## src/rtl/tx_frame_pkg.sv

```systemverilog
// tx_frame_pkg: shared constants, FSM state encoding and the bit-serial
// CRC-16/MODBUS step for the 7-byte Modbus-RTU frame transmitter.
package tx_frame_pkg;

  localparam int unsigned FRAME_BYTES = 7;
  localparam int unsigned DATA_BITS   = 8;
  localparam logic [15:0] CRC_INIT    = 16'hFFFF;
  localparam logic [15:0] CRC_POLY    = 16'hA001;

  typedef enum logic [2:0] {
    IDLE,
    START,
    DATA,
    STOP,
    DONE
  } tx_state_e;

  // One reflected CRC-16 step for a single transmitted data bit.
  function automatic logic [15:0] crc_step(input logic [15:0] crc, input logic bit_in);
    crc_step = (crc >> 1) ^ (((crc[0] ^ bit_in) == 1'b1) ? CRC_POLY : 16'h0000);
  endfunction

endpackage

```

## src/rtl/tx_frame_module_bps.sv

```systemverilog
// tx_bps_module: baud counter for the frame transmitter.
// Ports:
//   CLK, RSTn  - clock, asynchronous active-low reset
//   clear      - holds the counter at 0
//   enable     - counts 0..BPS_DIV-1 and wraps
//   bit_end    - one-cycle tick in the cycle the count is BPS_DIV-1
module tx_bps_module #(
  parameter int unsigned BPS_DIV = 5208
) (
  input  logic CLK,
  input  logic RSTn,
  input  logic clear,
  input  logic enable,
  output logic bit_end
);

  localparam int unsigned CNT_W = (BPS_DIV > 1) ? $clog2(BPS_DIV) : 1;
  localparam logic [CNT_W-1:0] CNT_MAX = CNT_W'(BPS_DIV - 1);

  logic [CNT_W-1:0] cnt_q, cnt_d;

  always_comb begin
    cnt_d   = cnt_q;
    bit_end = 1'b0;
    if (clear) begin
      cnt_d = '0;
    end else if (enable) begin
      if (cnt_q == CNT_MAX) begin
        cnt_d   = '0;
        bit_end = 1'b1;
      end else begin
        cnt_d = cnt_q + 1'b1;
      end
    end
  end

  always_ff @(posedge CLK or negedge RSTn) begin
    if (!RSTn) cnt_q <= '0;
    else       cnt_q <= cnt_d;
  end

endmodule

```

## src/rtl/tx_frame_module.sv

```systemverilog
// tx_frame_module: Modbus-RTU 7-byte frame transmitter (seven contiguous
// 8N1 characters, byte 0 first, LSB first) with its own baud generator.
// Ports:
//   CLK, RSTn    - clock, asynchronous active-low reset
//   TX_En_Sig    - start request, honoured only in IDLE or DONE
//   TX_Data      - 56-bit frame, byte k = TX_Data[8k+7:8k]
//   TX_Pin_Out   - serial line (idles high)
//   TX_Busy_Sig  - high while a frame is in flight
//   TX_Done_Sig  - one-cycle pulse after the last stop bit
// Build option: MODBUS_TX_CRC_EN replaces bytes 5/6 with the CRC-16/MODBUS
// of bytes 0-4 (low byte first).
module tx_frame_module
  import tx_frame_pkg::*;
#(
  parameter int unsigned BPS_DIV = 5208
) (
  input  logic        CLK,
  input  logic        RSTn,
  input  logic        TX_En_Sig,
  input  logic [55:0] TX_Data,
  output logic        TX_Pin_Out,
  output logic        TX_Busy_Sig,
  output logic        TX_Done_Sig
);

  tx_state_e   state_q, state_d;
  logic [55:0] shreg_q, shreg_d;
  logic [2:0]  byte_idx_q, byte_idx_d;
  logic [2:0]  bit_idx_q, bit_idx_d;
  logic        pin_q, pin_d;
  logic        busy_q, busy_d;
  logic        done_q, done_d;
  logic        bit_end;
  logic        bps_clear;
`ifdef MODBUS_TX_CRC_EN
  logic [15:0] crc_q, crc_d;
`endif

  assign bps_clear = (state_q == IDLE) || (state_q == DONE);

  tx_bps_module #(.BPS_DIV(BPS_DIV)) u_bps (
    .CLK     (CLK),
    .RSTn    (RSTn),
    .clear   (bps_clear),
    .enable  (!bps_clear),
    .bit_end (bit_end)
  );

  always_comb begin
    state_d    = state_q;
    shreg_d    = shreg_q;
    byte_idx_d = byte_idx_q;
    bit_idx_d  = bit_idx_q;
`ifdef MODBUS_TX_CRC_EN
    crc_d      = crc_q;
`endif
    unique case (state_q)
      IDLE, DONE: begin
        state_d = IDLE;
        if (TX_En_Sig) begin
          state_d    = START;
          shreg_d    = TX_Data;
          byte_idx_d = '0;
          bit_idx_d  = '0;
`ifdef MODBUS_TX_CRC_EN
          crc_d      = CRC_INIT;
`endif
        end
      end
      START: begin
        if (bit_end) state_d = DATA;
      end
      DATA: begin
        if (bit_end) begin
`ifdef MODBUS_TX_CRC_EN
          if (byte_idx_q < 3'd5) crc_d = crc_step(crc_q, shreg_q[0]);
`endif
          shreg_d = shreg_q >> 1;
          if (bit_idx_q == 3'(DATA_BITS - 1)) begin
            bit_idx_d = '0;
            state_d   = STOP;
          end else begin
            bit_idx_d = bit_idx_q + 1'b1;
          end
        end
      end
      STOP: begin
`ifdef MODBUS_TX_CRC_EN
        // After five bytes have shifted out, bytes 5/6 sit in [15:0].
        if (byte_idx_q == 3'd4) shreg_d[15:0] = crc_q;
`endif
        if (bit_end) begin
          if (byte_idx_q == 3'(FRAME_BYTES - 1)) begin
            state_d = DONE;
          end else begin
            byte_idx_d = byte_idx_q + 1'b1;
            state_d    = START;
          end
        end
      end
      default: state_d = IDLE;
    endcase

    // Outputs are registered from the next state so they align with it.
    pin_d  = 1'b1;
    busy_d = 1'b0;
    done_d = 1'b0;
    case (state_d)
      START: begin pin_d = 1'b0;       busy_d = 1'b1; end
      DATA:  begin pin_d = shreg_d[0]; busy_d = 1'b1; end
      STOP:  begin                     busy_d = 1'b1; end
      DONE:  begin done_d = 1'b1; end
      default: ;
    endcase
  end

  always_ff @(posedge CLK or negedge RSTn) begin
    if (!RSTn) begin
      state_q    <= IDLE;
      shreg_q    <= '0;
      byte_idx_q <= '0;
      bit_idx_q  <= '0;
      pin_q      <= 1'b1;
      busy_q     <= 1'b0;
      done_q     <= 1'b0;
`ifdef MODBUS_TX_CRC_EN
      crc_q      <= CRC_INIT;
`endif
    end else begin
      state_q    <= state_d;
      shreg_q    <= shreg_d;
      byte_idx_q <= byte_idx_d;
      bit_idx_q  <= bit_idx_d;
      pin_q      <= pin_d;
      busy_q     <= busy_d;
      done_q     <= done_d;
`ifdef MODBUS_TX_CRC_EN
      crc_q      <= crc_d;
`endif
    end
  end

  assign TX_Pin_Out  = pin_q;
  assign TX_Busy_Sig = busy_q;
  assign TX_Done_Sig = done_q;

endmodule

```

## config.mk

```make
export PLATFORM = sky130hd
export DESIGN_NAME = tx_frame_module
export DESIGN_NICKNAME = d
export VERILOG_FILES = /design/src/rtl/tx_frame_pkg.sv /design/src/rtl/tx_frame_module_bps.sv /design/src/rtl/tx_frame_module.sv
export SDC_FILE = /design/constraint.sdc
export NUM_CORES = 1
export LEC_CHECK = 0
export BUFFER_PORTS_ARGS = -buffer_cell sky130_fd_sc_hd__buf_2
export CAP_MARGIN = 20
export CORE_ASPECT_RATIO = 1.4
export CORE_MARGIN = 2
export CORE_UTILIZATION = 52
export DETAILED_ROUTE_END_ITERATION = 10
export HOLD_SLACK_MARGIN = 0.1
export PLACE_DENSITY = 0.75
export REMOVE_ABC_BUFFERS = 1
export SLEW_MARGIN = 20
export SYNTH_ARGS = -nofsm -noshare
export SYNTH_HDL_FRONTEND = slang
export SYNTH_HIERARCHICAL = 1
export SYNTH_SLANG_ARGS = --single-unit
```

## constraint.sdc

```tcl
create_clock -name CLK -period 4.21 [get_ports CLK]
set_clock_uncertainty 0.15 [all_clocks]
set_input_delay 1.263 -clock CLK [delete_from_list [all_inputs] [get_ports CLK]]
set_output_delay 1.263 -clock CLK [all_outputs]
set_load 0.05 [all_outputs]
```

# Yosys cells after proc, flatten, opt, wreduce, memory -nomap -nowiden
# Index checks and enable logic that the tools add are counted.
# totals
word_cells,59
output_inout_bits,3
ff_bits,81
inputBits,59
# classes
n_eq_ne,15
reduce_logical,8
addsub,3
n_mux,24
# op_table
operator,count
$mux W56,2
$pmux W56 S2,1
$mux W3,10
$mux W13,2
$add A13 B1 Y13 const B,1
$eq A13 B13 Y1 const B,1
$eq A3 B2 Y1 const B,4
$eq A3 B3 Y1 const B,4
$pmux W3 S2,2
$pmux W3 S4,1
$ne A2 B2 Y1 const B,4
$add A3 B1 Y3 const B,2
$eq A3 B1 Y1 const B,2
$mux W1,5
$reduce_and A4 Y1,1
$reduce_bool A2 Y1,2
$logic_not A3 Y1,1
$reduce_and A3 Y1,1
$reduce_or A3 Y1,1
$pmux W1 S2,1
$reduce_or A2 Y1,1
$logic_or A1 B1 Y1,1

# Longest topological paths before layout
# Gate-level depths: netlist of run 1.
# logic_depth
ltp_word,8
mapped_depth,11
mapped_depth_nobuf,8

# Cells and area by module
# Netlist of run 1, hierarchy kept.
# by_module_without_submodules
module,area_each_um2,seq_area_each_um2,instances,cells_per_inst
tx_frame_module,2982.9,1702.9,1,303
tx_bps_module,803.3,325.3,1,82

# Worst setup path before layout of run 1
# Ideal clock, no wire load.
# synth_path
path_kind,flip-flop to flip-flop
startpoint,reg state_q[0]
endpoint,"reg pin_q, in the netlist TX_Pin_Out"
path_buffers,3
arrival_ps,2159
slack_ps,1818
setup_ps,82
stages_incl_launch_ff,12
t_required_ps,3978
period_less_slack_ps,2392
path_cell_list,dfrtp_1 buf_4 or2_2 inv_1 buf_2 nand2b_1 nor2_1 and4bb_4 buf_4 a22oi_2 nand4b_1 mux2_2
# synth_via
elab_chain_len,7
word_cells_on_any_way,18
cone_classes,6 x eq/ne; 9 x mux; 3 x reduce/logical
# synth_rtl
element,line,rtl
start: declaration,tx_frame_module.sv:26,"tx_state_e state_q, state_d;"
start signal: assignment,tx_frame_module.sv:130,state_q <= state_d;
$eq A3 B3 Y1 or $logic_not A3 Y1 (tied branches),tx_frame_module.sv:39,assign bps_clear = (state_q == IDLE) || (state_q == DONE);
$logic_or A1 B1 Y1 *,tx_frame_module.sv:39,
named net bps_clear,tx_frame_module.sv:34,logic bps_clear;
$mux W1 *,tx_frame_module_bps.sv:25,if (clear) begin
named net bit_end,tx_frame_module.sv:33,logic bit_end;
"$mux W3, on equally long branches","tx_frame_module.sv:92, tx_frame_module.sv:71, tx_frame_module.sv:74",
$pmux W3 S4,tx_frame_module.sv:57,unique case (state_q)
$eq A3 B2 Y1 or $eq A3 B1 Y1 (tied branches),tx_frame_module.sv:108,case (state_d)
$pmux W1 S2 *,tx_frame_module.sv:108,
named net pin_d,tx_frame_module.sv:30,"logic pin_q, pin_d;"
end signal: assignment,tx_frame_module.sv:134,pin_q <= pin_d;
end: declaration,tx_frame_module.sv:30,
# The timed path passes the listed nets; every way through them passes the cells marked *. The select of a mux whose other input is x is not followed.
# A chain may end at the register's enable or synchronous reset.

# Worst setup path in the final report of run 1
# layout_path
startpoint,reg state_q[0]
endpoint,reg shreg_q[41]
# layout_via
elab_chain_len,5
word_cells_on_any_way,11
cone_classes,4 x eq/ne; 2 x mux; 5 x reduce/logical
# layout_rtl
element,line,rtl
$eq A3 B3 Y1 or $logic_not A3 Y1 (tied branches),tx_frame_module.sv:39,
$logic_or A1 B1 Y1 *,tx_frame_module.sv:39,
named net bps_clear,tx_frame_module.sv:34,
$mux W1 *,tx_frame_module_bps.sv:25,
named net bit_end,tx_frame_module.sv:33,
$ne A2 B2 Y1 (no line) *,--,
$reduce_and A3 Y1 (no line) *,--,
end signal: assignment,tx_frame_module.sv:131,shreg_q <= shreg_d;
end: declaration,tx_frame_module.sv:27,"logic [55:0] shreg_q, shreg_d;"
# The timed path passes the listed nets; every way through them passes the cells marked *.

==> results by group, run 1 <==
Drt
  – Final WL: about 7600 um
  – WL/cell: 14.1 um
  – Router iterations before antenna repair: 7
  – Initial DRC count: 145
  – Via density: 5.51
  – Via count: 2975
  – DRC Markers: 0
  – Detail Route Antenna Nets: 0

Timing
  – Setup tns final: 0 ns
  – Worst relative slew slack: 52.1%
  – RSZ-0062 raised after global routing: no
  – Hold Slack: 0.331 ns
  – # setup viols final: 0
  – Final period util: 70.6%
  – Worst Max-Slew Pin Slew: approximately 0.72 ns
  – Setup slack after layout: 1.24 ns
  – Fin crit period: 2.97 ns
  – F_max: 336 MHz
  – Slew Viols, Final: 0
  – Hold violation total from the final report: 0

Global route
  – GRT overflow: 0
  – Busiest layer in global routing: met2
  – Met2 GRT Util: a little over a third
  – GRT Util Overall: between 20% and 30%
  – Pin count of the biggest net entering global routing: 82
  – Initial antenna violation count: 0
  – Vias in the first global route: 3008
  – Routing usage on met3: 5.53%
  – Met1 usage: 25.7%
  – Global-route wire length before repair: 13400 um

Finish
  – # fillers: just over 600
  – # nets final: 504
  – Syn-to-layout area delta: 14.5%
  – Non-Filler Instances: 540
  – Number of diodes: 0
  – Share of layout cells above drive strength 1: 23.8%

CTS
  – Bufs on Longest Clock Path: 2
  – Post CTS Setup Buffer Count: 0
  – Number of buffers created by CTS: 9
  – Clock Latency Late Sink: 0.35 ns
  – H-tree Lvls: 3
  – CTS root buffer: clkbuf_8
  – CTS resizes: 0
  – CTS Hold Bufs: 0
  – Worst-path clk slew: roughly 0.080 ns
  – TritonCTS clock tree: done
  – Clock sink count: 81

Pwr
  – PwrDens: 447 nW/um^2
  – VDD IR max: approximately 0.00026 V
  – Leakage: 2.12 nW

Yosys
  – Leading area contributor after synthesis: dfrtp_1
  – Synth area leaders: dfrtp_1 (53%), nand2_1 (12%), a22oi_1 (11%), ha_1 (1.7%), buf_2 (1.5%)
  – Seq/Total Area, Yosys: 53.6%
  – Post-synth cell types: 52
  – Post-synthesis cell area: between 3000 and 4000 um^2
  – Async SR Flop Fraction: 100%
  – Seq cells post-synth: 81
  – Syn Area/Cell: ~9.8 um^2
  – EDFF count, synth: 0
  – Warnings, synthesis: 6
  – Predominant post-synthesis flop cell: dfrtp_1
  – Top-area cell type share of the netlist area: 52.9%
  – Synth Instances: 385

Floorplanning
  – # IOs: 62
  – Effective utilization at floorplan: between 50% and 60%
  – # rows: 36
  – Die area: between 7000 and 8000 um^2
  – DIE WIDTH: 76.1 um
  – CORE AREA: about 7000 um^2
  – Die Ht: 105 um

Flow run
  – Total of max-cap violations: 0

Worst setup path
  – Flop2flop setup slack: 1.24 ns
  – Reg-to-Reg End: shreg_q[41]$_DFFE_PN0P_
  – Startpoint types: flop
  – Setup crit start: state_q[0]$_DFF_PN0_
  – Worst R2R Start: state_q[0]$_DFF_PN0_
  – Crit path to: shreg_q[41]$_DFFE_PN0P_
  – Crit Path Class: flop to flop
  – Critical Path RT: 4.34 ns
  – Worst r2r path cells: 9
  – CP Max Fanout: 22
  – CP arrival: approximately 3.1 ns
  – Critical Path Sink Type: flop

Placed design
  – Post-placement cell count: 524
  – PortBufs: 61
  – RD Place Congestion: 0.793
  – Hpwl dp: 5040 um
  – Worst slack, placed: roughly 1.2 ns

Min path
  – Worst min path class: flop to flop
  – WHS Path Cells: 2

Run status
  – Status: finished clean
## critical path, cell delays in order, from the launching register on
cell and delay, ns:
dfrtp_1 0.50, or2_2 0.43, inv_1 0.27, nand2b_1 0.20, nor2_1 0.12, and4bb_4 0.31
nor2_4 0.42, buf_4 0.33, nand2_1 0.09, nand2_1 0.07
## power breakdown
part	total, mW	internal [mW]	switching [mW]
combinational	0.299	0.128	0.172
clock	0.572	0.291	0.281
sequential	1.07	0.951	0.115
total	1.94	1.37	0.568
## state kept, by name, summed over array words and instances (netlist names)
register / cells
TX_Busy_Sig: 1
TX_Done_Sig: 1
TX_Pin_Out: 1
bit_idx_q: 3
byte_idx_q: 3
shreg_q: 56
state_q: 3
u_bps/cnt_q: 13
## layout make-up
cell class	count	area, um^2	area share (%)
Tap cell	95	119	2.74
Multi-Input combinational cell	274	1610	37.1
Timing Repair Buffer	65	342	7.88
Clock inverter	6	66.3	1.53
Clock buffer	10	138	3.17
Inverter	9	33.8	0.779
Sequential cell	81	2030	46.8
## metrics by stage
step                instance area [um^2]  utilization (%)  total power, mW
CTS                                 4330             61.7             1.96
global placement                    4130             58.8             1.36
floorplan                           3670                -             1.26
detailed placement                  4130             58.8             1.38
global route                        4340             61.7             2.07
finish                              4340             61.7             1.94
## layer usage
layer / wire [um] / part of all wire, % / vias to the layer above
li1: - / - / 1448
met1: 3210 / 42 / 1443
met2: 3910 / 51 / 75
met3: 413 / 5.4 / 9
met4: 94 / 1.2 / 0
met5: 0 / 0 / -
## cells in the final DEF, fill, tap and decap left out, types with 2 or more instances in the layout
| cell | Yosys | layout |
|---|---|---|
| nor4_1 | 2 | 2 |
| o31ai_1 | 2 | 2 |
| ha_1 | 5 | 5 |
| xor2_1 | 4 | 4 |
| a22oi_1 | 56 | 56 |
| nand4_1 | 2 | 2 |
| nand2_1 | 122 | 122 |
| buf_4 | 7 | 4 |
| nor2_1 | 9 | 9 |
| clkinvlp_4 | 0 | 3 |
| nand4b_1 | 2 | 2 |
| nand3b_1 | 2 | 2 |
| xnor2_1 | 3 | 3 |
| nor3_1 | 7 | 7 |
| nand3_1 | 5 | 5 |
| nand2b_1 | 2 | 2 |
| o21ai_0 | 3 | 3 |
| nor2_2 | 8 | 7 |
| dfrtp_1 | 80 | 80 |
| buf_2 | 11 | 60 |
| clkbuf_8 | 0 | 10 |
| inv_1 | 8 | 8 |
| and4bb_4 | 2 | 2 |
| a21oi_1 | 5 | 5 |
| o21ai_1 | 7 | 7 |
## cells by family after synthesis
group / after synthesis / synth area share, %
multiplexers: 2 / 0.562
flip-flops: 81 / 53.6
buffers and inverters: 30 / 4.03
AND/OR/NAND/NOR: 177 / 22.6
XOR/XNOR: 7 / 1.62
adder cells (fa/ha/maj): 5 / 1.65
AO/OA/AOI/OAI: 83 / 16.0
## cell usage after synthesis, types with 2 or more instances
cell	n
nand2_1	122
dfrtp_1	80
a22oi_1	56
buf_2	11
nor2_1	9
inv_1	8
nor2_2	8
buf_4	7
nor3_1	7
o21ai_1	7
a21oi_1	5
ha_1	5
nand3_1	5
xor2_1	4
clkbuf_1	3
o21ai_0	3
xnor2_1	3
and4bb_4	2
nand2b_1	2
nand3b_1	2
nand4_1	2
nand4b_1	2
nor4_1	2
o31ai_1	2
## how the worst min path moves through the flow
| stage | startpoint | slack [ns] | to |
|---|---|---|---|
| 6_report | shreg_q[5]$_DFFE_PN0P_ | 0.33 | shreg_q[5]$_DFFE_PN0P_ |
| 2_1_floorplan | shreg_q[10]$_DFFE_PN0P_ | 0.30 | shreg_q[10]$_DFFE_PN0P_ |
| 3_3_place_gp | shreg_q[12]$_DFFE_PN0P_ | 0.31 | shreg_q[12]$_DFFE_PN0P_ |
| 4_1_cts | shreg_q[21]$_DFFE_PN0P_ | 0.33 | shreg_q[21]$_DFFE_PN0P_ |
| 5_1_grt | shreg_q[23]$_DFFE_PN0P_ | 0.36 | shreg_q[23]$_DFFE_PN0P_ |
| 3_5_place_dp | shreg_q[21]$_DFFE_PN0P_ | 0.31 | shreg_q[21]$_DFFE_PN0P_ |
Power figures use the tool's default switching activity.
==> run 2, diff against run 1 <==
Clock period 4.21 ns to 3.05 ns, I/O delays scaled along.
==> run 2 against run 1 <==
Fmax increased by 5.9%. Power up 33%. Cell count grew 1.1%. Sequential share of layout area down 0.12 points. Hold slack worse by 0.0031 ns. Critical path depth did not move. Die area unchanged. Global-route usage up 0.86 points. Flip-flop and latch count unchanged. Clock power increased by 18%. First-iteration DRC count decreased by 4.8%. Count of clock-buffer cells in the layout is 5 higher. Largest power group unchanged. Highest routed layer unchanged.
==> results by group, run 2 (synthesized netlist as in run 1, its figures left out) <==
CTS
  – TritonCTS clock tree: done
  – Clock Latency Late Sink: 0.35 ns (about the same)
  – Post CTS Setup Buffer Count: 0 (unchanged)
  – CTS resizes: 0 (unchanged)
  – Clock sink count: 81 (unchanged)
  – CTS Hold Bufs: 0 (unchanged)
  – Bufs on Longest Clock Path: 2 (unchanged)
  – H-tree Lvls: 3 (unchanged)
  – Worst-path clk slew: 0.08 ns (about the same)
  – CTS root buffer: clkbuf_8
  – Number of buffers created by CTS: 9 (unchanged)

Worst setup path
  – Max stage delay on crit path: 0.49 ns (about the same)
  – Critical Path RT: 3.18 ns (-1.16 ns)
  – Worst R2R Start: u_bps/cnt_q[0]$_DFFE_PN0P_
  – CP max-delay cell: buf_4
  – Reg-to-Reg End: TX_Pin_Out$_DFF_PN1_
  – Critical Path Sink Type: flop
  – Crit path buffers/inverters: 1 (-1)
  – Flop2flop setup slack: 0.24 ns (-0.99 ns)
  – Worst r2r path cells: 9 (unchanged)
  – Startpoint types: flop
  – CP Max Fanout: 56 (+150%)
  – Largest delay share family, worst path: simple AND/OR/NAND/NOR gates
  – CP arrival: 2.94 ns (-0.16 ns)
  – CP Cell Sequence: ha_1, and3_4, nand4_4, nor2_1, and4bb_4, buf_4, or3b_1, nand4b_1, mux2_2
  – Crit Path Class: flop to flop

Pwr
  – PwrDens: 592 nW/um^2 (+32%)
  – Leakage: 2.14 nW (+0.97%)
  – VDD IR max: 0.000424 V (+61%)
  – Total power: 2.57 mW (+33%)

Min path
  – Worst min path class: flop to flop
  – Hold EP: shreg_q[3]$_DFFE_PN0P_
  – HP Start: shreg_q[3]$_DFFE_PN0P_
  – WHS Path Cells: 2 (unchanged)

Floorplanning
  – # rows: 36 (unchanged)
  – # IOs: 62 (unchanged)
  – Die Ht: 105 um (unchanged)
  – Effective utilization at floorplan: 53.9% (unchanged)
  – CORE AREA: 7030 um^2 (unchanged)
  – DIE WIDTH: 76.1 um (unchanged)
  – Die area: 7990 um^2 (unchanged)

Finish
  – Non-Filler Instances: 546 (+1.1%)
  – # fillers: 622 (+0.16%)
  – Most frequent cells in the layout: nand2_1 (122), dfrtp_1 (80), buf_2 (60), a22oi_1 (56)
  – Area occupied by multi-input gates: 1610 um^2 (unchanged)
  – Share of layout cells above drive strength 1: 23.7% (-0.095 points)
  – Top reg by flops: shreg_q
  – Seq. cell area: 2030 um^2 (unchanged)
  – Syn-to-layout area delta: 14.8%
  – # nets final: 510 (+1.2%)
  – Most common cell after layout, fill and taps aside: nand2_1
  – Number of diodes: 0 (unchanged)
  – Biggest regs: shreg_q x56, u_bps/cnt_q x13
  – Largest register FFs: 56 (unchanged)

Drt
  – WL/cell: 14.4 um (+1.7%)
  – Detail Route Antenna Nets: 0 (unchanged)
  – Initial DRC count: 138 (-4.8%)
  – DRC Markers: 0 (unchanged)
  – Final WL: 7840 um (+2.8%)
  – Router iterations before antenna repair: 4 (-3)
  – Via count: 2947 (-0.94%)
  – Via density: 5.40 (-2.0%)

Timing
  – Final period util: 92.0% (+21 points)
  – Hold violation total from the final report: 0 (unchanged)
  – # setup viols final: 0 (unchanged)
  – Worst Max-Slew Pin Slew: 0.978 ns (+0.259 ns)
  – Slew Viols, Final: 0 (unchanged)
  – Fin crit period: 2.81 ns (-0.165 ns)
  – RSZ-0062 raised after global routing: no
  – F_max: 356 MHz (+5.9%)
  – Worst relative slew slack: 34.7% (-17 points)

Placed design
  – Post-placement cell count: 530 (+1.1%)
  – RD Place Congestion: 0.833 (+5.1%)
  – Hpwl dp: 5400 um (+7.1%)
  – PortBufs: 61 (unchanged)

Global route
  – GRT Util Overall: 21.4% (+0.86 points)
  – GRT overflow: 0 (unchanged)
  – Vias in the first global route: 3088 (+2.7%)
  – Initial antenna violation count: 0 (unchanged)
  – Pin count of the biggest net entering global routing: 61 (-26%)
  – Global-route wire length before repair: 13800 um (+2.8%)

Run status
  – Status: finished clean

Flow run
  – Total of max-cap violations: 0 (unchanged)
## run 2: cell count changes in the layout (fill, tap and decap cells not counted), sizes merged
cell      before  now
clkbuf        10   15
buf           65   71
inv           10    9
clkinvlp       3    0
bufinv         1    0
## run 2: worst max-delay path by stage
stage	startpoint	cells past startpoint	endpoint	slack, ns
finish	u_bps/cnt_q[0]$_DFFE_PN0P_	9	TX_Pin_Out$_DFF_PN1_	0.24
global route	u_bps/cnt_q[0]$_DFFE_PN0P_	9	TX_Pin_Out$_DFF_PN1_	0.07
CTS	u_bps/cnt_q[0]$_DFFE_PN0P_	9	TX_Pin_Out$_DFF_PN1_	0.24
detailed placement	u_bps/cnt_q[0]$_DFFE_PN0P_	9	TX_Pin_Out$_DFF_PN1_	0.26
global placement	u_bps/cnt_q[0]$_DFFE_PN0P_	8	bit_idx_q[2]$_DFFE_PN0P_	0.38
floorplan	TX_En_Sig	3	shreg_q[55]$_DFFE_PN0P_	-0.40
## run 2: power breakdown
group,total [mW],internal [mW],switching (mW)
combinational,0.426,0.183,0.242
sequential,1.47,1.31,0.159
clock,0.675,0.319,0.356
## run 2: final cells by class
cell class / instances / area share, %
Sequential cell: 81 / 46.6
Tap cell: 95 / 2.73
Clock inverter: 1 / 0.115
Multi-Input combinational cell: 274 / 37.0
Clock buffer: 15 / 3.60
Inverter: 9 / 0.777
Timing Repair Buffer: 71 / 9.09
## run 2: metal layers
metal | part of all wire, % | GRT usage (%) | wire length (um)
met1 | 42 | 25.8 | 3300
met5 | 0 | 0 | 0
met3 | 4.3 | 6.04 | 340
met2 | 52 | 36.2 | 4070
met4 | 1.6 | 8.70 | 126
## run 2: worst register-to-register path, delay by kind of cell, from the launching register on
| family | cells | cell delay [ns] |
|---|---|---|
| adder cells (fa/ha/maj) | 1 | 0.24 |
| buffers and inverters | 1 | 0.49 |
| flip-flops | 1 | 0.41 |
| multiplexers | 1 | 0.29 |
| AND/OR/NAND/NOR | 6 | 1.14 |
## run 2: stage by stage
stage                     area (um^2)  utilization (%)  setup WS [ns]  hold slack, ns  setup TNS, ns
after floorplan                  3670                -         -0.404           0.297         -18.86
after global placement           4190             59.6          0.380           0.309              0
after detailed placement         4190             59.6          0.261           0.313              0
after CTS                        4350             61.9          0.243           0.332              0
after global routing             4350             61.9         0.0719           0.352              0
final                            4350             61.9          0.243           0.328              0
==> run 3, diff against run 2 <==
Settings changed: ABC_AREA from default to 1, SLEW_MARGIN 20 to default.
==> run 3 against run 2 <==
Register-to-register slack better by 0.27 ns. Worst setup slack better by 0.27 ns. Non-clock buffer count shrank 6. Critical endpoint is now shreg_q[24]$_DFFE_PN0P_. Highest routed layer unchanged.
==> results by group, run 3 <==
Floorplanning
  – Die Ht: 111 um (+5.9%)
  – CORE AREA: 8050 um^2 (+15%)
  – # IOs: 62 (unchanged)
  – # rows: 39 (+8.3%)
  – Die area: 8950 um^2 (+12%)
  – Effective utilization at floorplan: 53.0% (-0.92 points)
  – DIE WIDTH: 80.5 um (+5.8%)

Pwr
  – Total power: 2.17 mW (-16%)
  – PwrDens: 452 nW/um^2 (-24%)
  – Leakage: 2.45 nW (+15%)
  – VDD IR max: 0.000428 V (+0.79%)

Flow run
  – Total of max-cap violations: 0 (unchanged)

Run status
  – Status: finished clean

Finish
  – Non-Filler Instances: 603 (+10%)
  – # fillers: 678 (+9.0%)
  – Biggest regs: shreg_q x56, u_bps/cnt_q x13
  – Top reg by flops: shreg_q
  – Largest register FFs: 56 (unchanged)
  – Finished Core Util: 59.8% (-2.1 points)
  – Syn-to-layout area delta: 12.9%
  – Share of layout cells above drive strength 1: 32.1% (+8.4 points)
  – Most frequent cells in the layout: nand2_1 (158), dfrtp_1 (80), buf_2 (60), a22oi_2 (49)
  – Number of diodes: 0 (unchanged)
  – # nets final: 561 (+10%)
  – Most common cell after layout, fill and taps aside: nand2_1

Yosys
  – Post-synth top cells: nand2_1 (158), dfrtp_1 (80), a22oi_2 (49)
  – Seq/Total Area, Yosys: 47.6% (-6.0 points)
  – Predominant post-synthesis flop cell: dfrtp_1
  – Leading area contributor after synthesis: dfrtp_1
  – Top-area cell type share of the netlist area: 46.9% (-5.9 points)
  – Post-synthesis cell area: 4260 um^2 (+13%)
  – Syn Area/Cell: 9.69 um^2 (-1.5%)
  – Synth area leaders: dfrtp_1 (47%), a22oi_2 (14%), nand2_1 (14%), buf_12 (2.8%), inv_1 (1.9%)
  – Count leader, synth: nand2_1
  – EDFF count, synth: 0 (unchanged)
  – Seq cells post-synth: 81 (unchanged)
  – Warnings, synthesis: 6 (unchanged)
  – Synth Instances: 440 (+14%)
  – Async SR Flop Fraction: 100% (unchanged)
  – Post-synth cell types: 35 (-33%)

Placed design
  – RD Place Congestion: 0.903 (+8.4%)
  – Hpwl dp: 5610 um (+3.9%)
  – PortBufs: 61 (unchanged)
  – Post-placement cell count: 588 (+11%)

Timing
  – Final period util: 83.2% (-8.8 points)
  – Hold violation total from the final report: 0 (unchanged)
  – Hold Slack: 0.338 ns (+0.0101 ns)
  – Worst Max-Slew Pin Slew: 0.798 ns (-0.180 ns)
  – Worst relative slew slack: 46.8% (+12 points)
  – Slew Viols, Final: 0 (unchanged)
  – Fin crit period: 2.54 ns (-0.269 ns)
  – RSZ-0062 raised after global routing: no
  – F_max: 394 MHz (+11%)
  – # setup viols final: 0 (unchanged)
  – Setup tns final: 0 ns (unchanged)

Worst setup path
  – CP Cell Sequence: nor2_2, inv_1, inv_1, nor3_1, inv_2, nor2_8, nor2_8, nand2_1, nand2_1
  – Max stage delay on crit path: 0.60 ns (+0.11 ns)
  – Critical Path RT: 3.18 ns (about the same)
  – CP max-delay cell: nor2_8
  – Setup crit start: state_q[0]$_DFF_PN0_
  – Crit Path Class: flop to flop
  – Startpoint types: flop
  – Worst R2R Start: state_q[0]$_DFF_PN0_
  – CP arrival: 2.66 ns (-0.28 ns)
  – CP Max Fanout: 61 (+8.9%)
  – Critical Path Sink Type: flop
  – Reg-to-Reg End: shreg_q[24]$_DFFE_PN0P_
  – Worst r2r path cells: 9 (unchanged)
  – Crit path to: shreg_q[24]$_DFFE_PN0P_
  – Flop2flop setup slack: 0.51 ns (+0.27 ns)

Drt
  – WL/cell: 14.2 um (-1.1%)
  – Initial DRC count: 190 (+38%)
  – DRC Markers: 0 (unchanged)
  – Via density: 5.37 (-0.48%)
  – Via count: 3239 (+9.9%)
  – Router iterations before antenna repair: 4 (unchanged)
  – Final WL: 8560 um (+9.2%)
  – Detail Route Antenna Nets: 0 (unchanged)

Global route
  – Pin count of the biggest net entering global routing: 62 (+1.6%)
  – GRT Util Overall: 20.9% (-0.55 points)
  – Initial antenna violation count: 0 (unchanged)
  – GRT overflow: 0 (unchanged)
  – Vias in the first global route: 3311 (+7.2%)
  – Global-route wire length before repair: 14800 um (+7.2%)

CTS
  – Number of buffers created by CTS: 9 (unchanged)
  – Clock Latency Late Sink: 0.34 ns (about the same)
  – Clock sink count: 81 (unchanged)
  – H-tree Lvls: 3 (unchanged)
  – Post CTS Setup Buffer Count: 0 (unchanged)
  – CTS Hold Bufs: 0 (unchanged)
  – Worst-path clk slew: 0.06 ns (-0.02 ns)
  – TritonCTS clock tree: done
  – CTS root buffer: clkbuf_16
  – CTS resizes: 0 (unchanged)
  – Bufs on Longest Clock Path: 2 (unchanged)

Min path
  – Worst min path class: flop to flop
[run 3: changes by cell type after synthesis, sizes merged, moves of 3 or more]
cell	previous run	this run
nand2	123	162
inv	9	28
nor2	17	34
nand3	6	17
o21ai	10	16
a22oi	57	54
nor3b	3	0
nor4	3	0
[run 3: power breakdown]
part | switching (mW) | total [mW] | internal (mW)
sequential | 0 | 1.07 | 1.07
clock | 0.417 | 1.03 | 0.612
combinational | 0.0390 | 0.0685 | 0.0294
[run 3: layer usage]
metal	up-vias	wire (um)	track usage (%)	part of all wire (%)
met1	1558	3560	25.3	42
met4	0	129	8.14	1.5
met2	96	4370	34.7	51
met5	-	0	0	0
li1	1567	-	-	-
met3	18	505	5.94	5.9
[run 3: worst min path at each step]
stage                            start                      end  slack, ns  cells after the start
4_1_cts        shreg_q[55]$_DFFE_PN0P_  shreg_q[55]$_DFFE_PN0P_       0.33                      2
3_5_place_dp   shreg_q[55]$_DFFE_PN0P_  shreg_q[55]$_DFFE_PN0P_       0.32                      2
5_1_grt        shreg_q[12]$_DFFE_PN0P_  shreg_q[12]$_DFFE_PN0P_       0.36                      2
6_report       shreg_q[55]$_DFFE_PN0P_  shreg_q[55]$_DFFE_PN0P_       0.34                      2
2_1_floorplan  shreg_q[55]$_DFFE_PN0P_  shreg_q[55]$_DFFE_PN0P_       0.29                      2
3_3_place_gp   shreg_q[55]$_DFFE_PN0P_  shreg_q[55]$_DFFE_PN0P_       0.31                      2
[run 3: area by class of cell]
| type | instances | area, um^2 | area share [%] |
|---|---|---|---|
| Tap cell | 102 | 128 | 2.65 |
| Multi-Input combinational cell | 312 | 1900 | 39.5 |
| Sequential cell | 81 | 2030 | 42.1 |
| Timing Repair Buffer | 65 | 363 | 7.54 |
| Clock buffer | 13 | 270 | 5.62 |
| Inverter | 28 | 110 | 2.29 |
| Clock inverter | 2 | 12.5 | 0.260 |
[run 3: stage by stage]
step | area [um^2] | setup slack, ns
after detailed placement | 4530 | 0.563
after global placement | 4530 | 0.632
after global routing | 4810 | 0.285
after CTS | 4810 | 0.505
final | 4810 | 0.512
after floorplan | 4040 | 0.0525
[run 3: worst max-delay path, delay by kind of cell (launching register included)]
kind | cells | cell delay, ns
and+or+nand+nor | 6 | 1.38
buffers and inverters | 3 | 0.46
DFF | 1 | 0.46
[run 3: logic make-up after synthesis]
group                    count (synthesis)  share of synthesized area, %
flip-flops                              81                          47.6
XOR/XNOR                                 6                          1.23
AND/OR/NAND/NOR                        222                          22.8
buffers and inverters                   47                          7.86
adder cells (fa/ha/maj)                  5                          1.47
AO/OA/AOI/OAI                           79                          19.1
